==> src/rtl/gpu_regbank_pkg.sv <==
// Shared constants, address-map helpers and FSM state type for gpu_register_bank.
package gpu_regbank_pkg;

    // CSR bit positions; bits CSR_GP_LSB and above are general-purpose read/write.
    localparam int unsigned CSR_GO     = 0;
    localparam int unsigned CSR_BUSY   = 1;
    localparam int unsigned CSR_DONE   = 2;
    localparam int unsigned CSR_ERR    = 3;
    localparam int unsigned CSR_IE     = 4;
    localparam int unsigned CSR_GP_LSB = 5;

    // STATUS word layout: [STATUS_NV_W-1:0] = NUM_VERTEX, [STATUS_NV_W] = FSM state.
    localparam int unsigned STATUS_NV_W = 4;

    typedef enum logic {
        ST_IDLE = 1'b0,
        ST_RUN  = 1'b1
    } state_e;

    // Word addresses following the vertex shadows.
    function automatic int unsigned addr_back_colour(input int unsigned num_vertex);
        return num_vertex;
    endfunction

    function automatic int unsigned addr_csr(input int unsigned num_vertex);
        return num_vertex + 1;
    endfunction

    function automatic int unsigned addr_status(input int unsigned num_vertex);
        return num_vertex + 2;
    endfunction

endpackage

==> src/rtl/regbank_csr.sv <==
// Control/status register: bus write with self-clearing GO and W1C DONE/ERR,
// FSM status events, and a single-bit hardware port that overrides the bus write.
// Optional IE bit is enabled by GPU_REGBANK_IRQ_EN.
module regbank_csr
    import gpu_regbank_pkg::*;
#(
    parameter int unsigned DATA_W = 64
) (
    input  logic                      clk,
    input  logic                      reset,
    input  logic                      bus_we,
    input  logic [DATA_W-1:0]         bus_wdata,
    input  logic                      set_busy,
    input  logic                      done_evt,
    input  logic                      set_err,
    input  logic [$clog2(DATA_W)-1:0] hw_addr,
    input  logic                      hw_load,
    input  logic                      hw_bit,
    output logic [DATA_W-1:0]         csr,
    output logic                      hw_bit_out
);

    localparam int unsigned BIT_W = $clog2(DATA_W);

    logic [DATA_W-1:0] csr_q, csr_d;
    logic              hw_writable;
    logic              ie_ok;

    // IE is only a real bit when the interrupt feature is built in.
`ifdef GPU_REGBANK_IRQ_EN
    assign ie_ok = 1'b1;
    logic unused_wdata;
    assign unused_wdata = ^{bus_wdata[CSR_GO], bus_wdata[CSR_BUSY]};
`else
    assign ie_ok = (hw_addr != BIT_W'(CSR_IE));
    logic unused_wdata;
    assign unused_wdata = ^{bus_wdata[CSR_GO], bus_wdata[CSR_BUSY], bus_wdata[CSR_IE]};
`endif

    // Hardware may not touch GO or BUSY; those are owned by the commit FSM.
    assign hw_writable = hw_load
                      && (hw_addr != BIT_W'(CSR_GO))
                      && (hw_addr != BIT_W'(CSR_BUSY))
                      && (32'(hw_addr) < DATA_W)
                      && ie_ok;

    // Next CSR value: bus write, then FSM events, then hardware bit override.
    always_comb begin
        csr_d = csr_q;
        if (bus_we) begin
            csr_d[DATA_W-1:CSR_GP_LSB] = bus_wdata[DATA_W-1:CSR_GP_LSB];
`ifdef GPU_REGBANK_IRQ_EN
            csr_d[CSR_IE] = bus_wdata[CSR_IE];
`endif
            if (bus_wdata[CSR_DONE]) csr_d[CSR_DONE] = 1'b0;
            if (bus_wdata[CSR_ERR])  csr_d[CSR_ERR]  = 1'b0;
        end
        if (set_busy) csr_d[CSR_BUSY] = 1'b1;
        if (done_evt) begin
            csr_d[CSR_BUSY] = 1'b0;
            csr_d[CSR_DONE] = 1'b1;
        end
        if (set_err) csr_d[CSR_ERR] = 1'b1;
        if (hw_writable) csr_d[hw_addr] = hw_bit;
        // GO is a trigger, never stored.
        csr_d[CSR_GO] = 1'b0;
    end

    // CSR state register.
    always_ff @(posedge clk) begin
        if (reset) csr_q <= '0;
        else       csr_q <= csr_d;
    end

    assign csr        = csr_q;
    assign hw_bit_out = csr_q[hw_addr];

endmodule

==> src/rtl/gpu_register_bank.sv <==
// Double-buffered register bank between the Avalon-MM bridge and the rasteriser.
// Shadow registers are committed atomically on CSR.GO; a two-state FSM tracks busy/done.
// Optional feature macro: GPU_REGBANK_IRQ_EN (registered irq = DONE & IE).
module gpu_register_bank
    import gpu_regbank_pkg::*;
#(
    parameter int unsigned DATA_W     = 64,
    parameter int unsigned NUM_VERTEX = 3,
    parameter int unsigned ADDR_W     = 4
) (
    input  logic                         clk,
    input  logic                         reset,
    input  logic                         write,
    input  logic                         read,
    input  logic [ADDR_W-1:0]            address,
    input  logic [DATA_W-1:0]            writedata,
    output logic [DATA_W-1:0]            readdata,
    output logic                         readdatavalid,
    input  logic [$clog2(DATA_W)-1:0]    control_bit_address,
    input  logic                         control_bit_load,
    input  logic                         control_bit_in,
    output logic                         control_bit_out,
    output logic [NUM_VERTEX*DATA_W-1:0] vertex_out,
    output logic [DATA_W-1:0]            back_colour_out,
    output logic [DATA_W-1:0]            control_status_out,
    output logic                         start,
    input  logic                         done_in,
    output logic                         irq
);

    localparam logic [ADDR_W-1:0] ADDR_BACK   = ADDR_W'(addr_back_colour(NUM_VERTEX));
    localparam logic [ADDR_W-1:0] ADDR_CSR    = ADDR_W'(addr_csr(NUM_VERTEX));
    localparam logic [ADDR_W-1:0] ADDR_STATUS = ADDR_W'(addr_status(NUM_VERTEX));

    logic [DATA_W-1:0]            vtx_shadow_q [NUM_VERTEX];
    logic [DATA_W-1:0]            back_shadow_q;
    logic [NUM_VERTEX*DATA_W-1:0] vertex_q;
    logic [DATA_W-1:0]            back_colour_q;
    logic                         start_q;
    logic [DATA_W-1:0]            readdata_q;
    logic                         readdatavalid_q;
    logic [DATA_W-1:0]            rd_data;
    logic [DATA_W-1:0]            status_word;
    logic [DATA_W-1:0]            csr;

    state_e state_q, state_d;
    logic   bus_csr_we;
    logic   go_write;
    logic   commit;
    logic   done_evt;
    logic   set_err;

    assign bus_csr_we = write && (address == ADDR_CSR);
    assign go_write   = bus_csr_we && writedata[CSR_GO];

    // FSM next state and commit/event decode.
    always_comb begin
        state_d  = state_q;
        commit   = 1'b0;
        done_evt = 1'b0;
        set_err  = 1'b0;
        case (state_q)
            ST_IDLE: begin
                if (go_write) begin
                    commit  = 1'b1;
                    state_d = ST_RUN;
                end
            end
            ST_RUN: begin
                // A second GO while the rasteriser is still working is a software error.
                if (go_write) set_err = 1'b1;
                if (done_in) begin
                    done_evt = 1'b1;
                    state_d  = ST_IDLE;
                end
            end
            default: state_d = ST_IDLE;
        endcase
    end

    // FSM state register.
    always_ff @(posedge clk) begin
        if (reset) state_q <= ST_IDLE;
        else       state_q <= state_d;
    end

    // Shadow registers, writable at any time including during RUN.
    always_ff @(posedge clk) begin
        if (reset) begin
            for (int i = 0; i < NUM_VERTEX; i++) vtx_shadow_q[i] <= '0;
            back_shadow_q <= '0;
        end else if (write) begin
            for (int i = 0; i < NUM_VERTEX; i++) begin
                if (address == ADDR_W'(i)) vtx_shadow_q[i] <= writedata;
            end
            if (address == ADDR_BACK) back_shadow_q <= writedata;
        end
    end

    // Committed outputs and the one-cycle start pulse.
    always_ff @(posedge clk) begin
        if (reset) begin
            vertex_q      <= '0;
            back_colour_q <= '0;
            start_q       <= 1'b0;
        end else begin
            start_q <= commit;
            if (commit) begin
                for (int i = 0; i < NUM_VERTEX; i++) begin
                    vertex_q[i*DATA_W +: DATA_W] <= vtx_shadow_q[i];
                end
                back_colour_q <= back_shadow_q;
            end
        end
    end

    // STATUS word: NUM_VERTEX in the low nibble, FSM state just above it.
    always_comb begin
        status_word                        = '0;
        status_word[STATUS_NV_W-1:0]       = STATUS_NV_W'(NUM_VERTEX);
        status_word[STATUS_NV_W]           = (state_q == ST_RUN);
    end

    // Read mux over pre-write values so a simultaneous write is not visible.
    always_comb begin
        rd_data = '0;
        for (int i = 0; i < NUM_VERTEX; i++) begin
            if (address == ADDR_W'(i)) rd_data = vtx_shadow_q[i];
        end
        if (address == ADDR_BACK)   rd_data = back_shadow_q;
        if (address == ADDR_CSR)    rd_data = csr;
        if (address == ADDR_STATUS) rd_data = status_word;
    end

    // Registered read port.
    always_ff @(posedge clk) begin
        if (reset) begin
            readdata_q      <= '0;
            readdatavalid_q <= 1'b0;
        end else begin
            readdatavalid_q <= read;
            if (read) readdata_q <= rd_data;
        end
    end

    regbank_csr #(
        .DATA_W (DATA_W)
    ) u_csr (
        .clk        (clk),
        .reset      (reset),
        .bus_we     (bus_csr_we),
        .bus_wdata  (writedata),
        .set_busy   (commit),
        .done_evt   (done_evt),
        .set_err    (set_err),
        .hw_addr    (control_bit_address),
        .hw_load    (control_bit_load),
        .hw_bit     (control_bit_in),
        .csr        (csr),
        .hw_bit_out (control_bit_out)
    );

`ifdef GPU_REGBANK_IRQ_EN
    logic irq_q;
    // Interrupt follows DONE & IE one cycle later.
    always_ff @(posedge clk) begin
        if (reset) irq_q <= 1'b0;
        else       irq_q <= csr[CSR_DONE] & csr[CSR_IE];
    end
    assign irq = irq_q;
`else
    assign irq = 1'b0;
`endif

    assign readdata           = readdata_q;
    assign readdatavalid      = readdatavalid_q;
    assign vertex_out         = vertex_q;
    assign back_colour_out    = back_colour_q;
    assign control_status_out = csr;
    assign start              = start_q;

endmodule

==> config.mk <==
export PLATFORM = sky130hd
export DESIGN_NAME = gpu_register_bank
export DESIGN_NICKNAME = d
export VERILOG_FILES = /design/src/rtl/gpu_regbank_pkg.sv /design/src/rtl/regbank_csr.sv /design/src/rtl/gpu_register_bank.sv
export SDC_FILE = /design/constraint.sdc
export NUM_CORES = 1
export LEC_CHECK = 0
export CORE_MARGIN = 2
export CORE_UTILIZATION = 30
export DETAILED_ROUTE_END_ITERATION = 12
export GPL_TIMING_DRIVEN = 0
export RECOVER_POWER = 50
export SLEW_MARGIN = 20
export SYNTH_ARGS = -nofsm -noshare
export SYNTH_HDL_FRONTEND = slang
export SYNTH_HIERARCHICAL = 1
export SYNTH_SLANG_ARGS = --single-unit
==> constraint.sdc <==
create_clock -name clk -period 11 [get_ports clk]
set_clock_uncertainty 0.1 [all_clocks]
set_input_delay 2.2 -clock clk [delete_from_list [all_inputs] [get_ports clk]]
set_output_delay 2.2 -clock clk [all_outputs]
set_load 0.01 [all_outputs]
After elaboration in Yosys (flattened, before gate mapping)
Memories as Yosys holds them, arrays and structs flattened.
Index checks and enable logic that the tools add are counted.
- reduce and logical (&&, ||, !) cells: 9
- div/mod/pow operators: 0
- add/subtract/negate cells: 0
- bitwise operators: 4
- magnitude comparators: 2
- multiplexer cells: 43
- eq/ne operators: 7
- shift operators: 0
- multiply operators: 0
- operator list (kind ; count):
    64-bit two-way mux ; 10
    64-bit bitwise mux ; 1
    59-bit two-way mux ; 1
    1-bit two-way mux ; 26
    4-bit by 2-bit equality test with 1-bit output, second input constant ; 2
    4-bit by 3-bit equality test with 1-bit output, second input constant ; 2
    6-bit by 7-bit < comparator with 1-bit output, second input constant ; 1
    1-bit binary-select mux with 6-bit select ; 1
    1-bit demux with 6-bit select ; 1
    6-bit by 1-bit >= comparator with 1-bit output, second input constant ; 1
    1-bit logical AND ; 6
    6-bit by 1-bit != test with 1-bit output, second input constant ; 1
    6-bit by 3-bit != test with 1-bit output, second input constant ; 1
    6-bit nonzero test ; 1
    4-bit by 1-bit equality test with 1-bit output, second input constant ; 1
    4-bit zero test ; 1
    2-bit two-way mux ; 2
    1-bit bitwise OR ; 3
    1-bit case mux with 2 select lines ; 1
    2-bit AND reduction ; 1
    1-bit inverter ; 1
- bits in latches: 0
- flip-flop bits (word level): 451
- output and inout port bits: 388
- word-level logic and storage cells: 76
- bits in read-only memories: 0
- memories kept: 1
- memory bits (writable): 192
- memory list (memory ; depth ; bits a word ; read ports ; clocked after memory_dff ; wr ports ; RTL line ; source):
    vtx_shadow_q ; 3 ; 64 ; 3 ; 0 ; 3 ; gpu_register_bank.sv:35 ; logic [DATA_W-1:0] vtx_shadow_q [NUM_VERTEX];

Longest topological paths before layout
- depth in word-level cells: 9
- gate-level depth with buffers: 11
- depth with buffers taken out: 7

Cells and area by module
Netlist, hierarchy kept.
- modules (own cells, without submodules) (module ; cells each ; instances ; area an instance (µm²) ; sequential area each (µm²)):
    gpu_register_bank ; 2323 ; 1 ; 22220.1 ; 13513.0
    regbank_csr ; 429 ; 1 ; 3761.1 ; 1261.2

Least setup slack after synthesis
Ideal clock, no wire load.
- kind: input port to flip-flop
- from: input port address[0]
- to: memory vtx_shadow_q[1][36], in the netlist vtx_shadow_q[0][100] (enable)
- path buffers: 4
- cell stages on the path: 6
- data required time: 10319 ps
- arrival time: 8093 ps
- slack: 2226 ps
- cells stage by stage: buf_2 clkbuf_1 buf_2 inv_1 clkbuf_1 o31ai_1
- RTL lines (what ; RTL line ; source):
    from (decl) ; gpu_register_bank.sv:15 ; input logic [ADDR_W-1:0] address,
    to (decl) ; gpu_register_bank.sv:35 ;

Worst setup path after layout
- from: input port control_bit_address[1]
- to: output port control_bit_out
- cells in the longest elaborated chain, start to end: 2
- RTL lines (what ; RTL line ; source):
    from (decl) ; gpu_register_bank.sv:19 ; input logic [$clog2(DATA_W)-1:0] control_bit_address,
    1-bit binary-select mux with 6-bit select ; regbank_csr.sv:76 ; assign hw_bit_out = csr_q[hw_addr];
    1-bit two-way mux (not written as such) ; regbank_csr.sv:76 ;
    to (decl) ; gpu_register_bank.sv:22 ; output logic control_bit_out,
Every way passes these cells. The select of a mux whose other input is x is not followed.

==> run summary <==
Post-Syn Area: 0.02598 mm²
IO Count: 469
worst vdd ir: 0.09804 mV
share of the synthesized area in the top cell type: 34.67%
TritonCTS clock tree: done
# rows: 107
Worst path slowest cell: clkdlybuf4s50_1
gr usage total: 26.27%
Gate power share: 7.4%
failing checks: capacitance limit, slew limit
measured slew at the worst slew-check pin: 1.936 ns
worst r2r src: state_q
initial drt markers: 2451
cell area after layout: 0.03444 mm²
routability cong.: 0.9089
Reg clk slew, reported paths: 0.06 ns
crit path buf inv count: 4
total power of the final layout: 0.005326 W
EDFF count, synth: 192
synthesized flop and latch total: 642
placed wire-length estimate: 91.64 mm
RSZ-0062 raised after global routing: false
drt drc: 0
PortBufs: 460
placed insts: 4373
critical path fanouts, max: 10
max_cap viols: 3
WS Path Type: input pin to primary output
Tightest Hold Check Type: flop to flop
CP Cell Sequence: clkdlybuf4s50_1 > clkbuf_8 > buf_2 > mux4_2 > mux2i_1 > o22ai_1 > mux2i_1 > a32oi_1 > clkdlybuf4s50_1
CP peak stage delay: 0.85 ns
Final Hold Viols: 0
Die Height: 298.3 µm
R2R cell count: 7
pwr dens: 154.7 mW/mm²
leak pwr: 12.54 nW
CP Capture Type: primary output
Max Buffers Root-to-Sink: 3
largest cells by area after synthesis: dfxtp_1 (35%), edfxtp_1 (22%), nand2_1 (11%)
GRT Residual Overflow: 0
status: finished, violations left
Setup crit start: control_bit_address[1]
root buffer cell: clkbuf_16
vias post-DR: 23700
Critical Path Start Type: input pin
H-tree depth: 3
max_slew headroom: -29.84%
switching pwr: 0.001307 W
CTS Buf Count: 69
layout overhead on the synthesized area: 32.54%
Min-Delay Path Depth: 2
Synthesized Nets: 2833
drt wl/cell: 26.88 µm
clock power share: 44.6%
largest net degree at the start of global routing: 27
Layout fillers: 8519
min-delay src: vertex_out[57]
# setup viols final: 0
Slew Limit Fails: 31
# hold bufs at CTS: 0
Sw Ratio: 24.53%
post-layout net count: 3382
TritonCTS sink count: 642
Post-synth ARST share: 0%
post-synth cell types: 59
Synth area leader: dfxtp_1
quantity of gates resized following cts: 0
die area: 0.08897 mm²
die width: 298.3 µm
logic depth of the worst path, buffers included: 9
post-route ant nets: 0
Fmax: 126.8 MHz
Tcrit/Tclk final: 71.68%
DP Area: 0.03231 mm²
Top FF cell, synth: dfxtp_1
Worst path top cell family by delay: buffers and inverters
crit path time final: 7.885 ns
Post-CTS Setup Repair Bufs: 0
Syn Area/Cell: 9.441 µm²
initial antenna violation count: 13
global-route wire length before repair: 167.9 mm
Clk Latency, worst-skew pair: 0.63 ns
sequential area share after synthesis: 56.86%
Seq pwr share: 48.0%
Hold Slack: 0.3508 ns
core area: 0.08555 mm²
Post-Route Setup TNS: 0 ns
share of post-route cells with drive strength above 1: 6.321%
CP arrival: 5.58 ns
Synth warnings: 6
drt pass-1 iters: 6
Total Wirelength: 121.0 mm
Initial Util: 30.37%
required time worst endpoint: 8.70 ns
Mapped Cells: 2752
drt via density: 5.267
number of global-route vias before repair: 22730
Post-Layout Cell Count: 4500
P_int: 0.004019 W
-- sequential cells by signal (all words and copies together) (netlist names), named ones only --
signal	count
vertex_out	192
readdatavalid	1
back_shadow_q	64
vtx_shadow_q	192
u_csr/csr	62
state_q	1
back_colour_out	64
readdata	64
start	1
-- final cells by class --
| type | count | area, µm² | share of cell area, % |
|---|---|---|---|
| tap | 1144 | 1431 | 4.157 |
| multi-input combinational | 1837 | 9876 | 28.68 |
| clock buffer | 89 | 1947 | 5.654 |
| buffer | 232 | 1110 | 3.223 |
| inverter | 41 | 155.1 | 0.4505 |
| sequential | 642 | 14770 | 42.90 |
| antenna | 2 | 5.005 | 0.01453 |
| timing repair buffer | 478 | 4818 | 13.99 |
| clock inverter | 35 | 319.1 | 0.9265 |
-- power groups by stage --
| stage | clock network [W] | registers, W | logic (W) |
|---|---|---|---|
| finish | 0.00238 | 0.00256 | 0.000392 |
| global route | 0.00249 | 0.00256 | 0.000406 |
| CTS | 0.00239 | 0.00256 | 0.000393 |
| detailed placement | 0 | 0.00261 | 0.000392 |
| global placement | 0 | 0.00262 | 0.000378 |
| floorplan | 0 | 0.00260 | 0.000172 |
-- synth_stat cells (all sizes together), types with 4 or more instances --
master	n
a211oi	20
a21oi	453
a22oi	21
a31oi	54
a32o	34
and2	65
buf	90
clkbuf	142
dfxtp	450
edfxtp	192
inv	40
mux2	5
mux2i	103
mux4	20
nand2	738
nand2b	7
nand3	7
nor2	92
nor2b	27
nor3	18
nor3b	6
nor4	6
o21a	25
o21ai	68
o221ai	34
o22ai	4
o31ai	4
-- cells in the final DEF (no fill, tap or decap), types with 8 or more instances in the layout --
master and instances:
buf_2 37, nor2_1 92, dfxtp_1 450, and2_1 61, clkinv_2 10, mux4_2 15
clkinv_1 14, clkbuf_8 8, dlygate4sd3_1 388, clkbuf_1 173, o21ai_0 68, a21oi_1 453
a32o_1 34, o21a_1 25, nor3_1 17, a22oi_1 21, nand2_1 738, clkbuf_16 73
mux2i_1 103, a31oi_1 54, a211oi_1 20, buf_6 26, edfxtp_1 192, nor2b_1 27
inv_1 40, o221ai_1 34, clkdlybuf4s50_1 72
-- cell families after synthesis --
logic type / share of synthesized area (%)
compound gates: 16.29
buf+inv: 5.196
flops: 56.86
simple gates: 15.63
other cells: 0.02891
mux: 5.991
-- stage by stage --
| stage | util (%) | worst slack [ns] |
|---|---|---|
| global placement | 37.43 | -3.980 |
| floorplan | - | 2.226 |
| finish | 40.25 | 3.115 |
| detailed placement | 37.77 | 3.272 |
| global route | 40.25 | 3.083 |
| CTS | 40.42 | 3.276 |
-- final timing paths --
check | to | slack, ns
worst max-delay path | control_bit_out | 3.12
worst min-delay path | vertex_out[57] | 0.35
worst min register to register | vertex_out[57] | 0.35
worst max register to register | back_colour_out[9] | 7.25
-- routing by layer --
layer	up-vias	routed length [µm]	share of wire [%]	track usage, %
met1	11530	48040	40	32.85
met3	250	12140	10	7.438
met2	1231	55590	46	42.56
li1	10670	-	-	-
met5	-	92	0.076	0
met4	14	5124	4.2	10.62
-- tightest hold or removal path: cells and delay by family (launching register included) --
family	cells	cell delay, ns
simple gates	1	0.05
flops	1	0.30
compound gates	1	0.05
(Power assumes the default switching activity.)
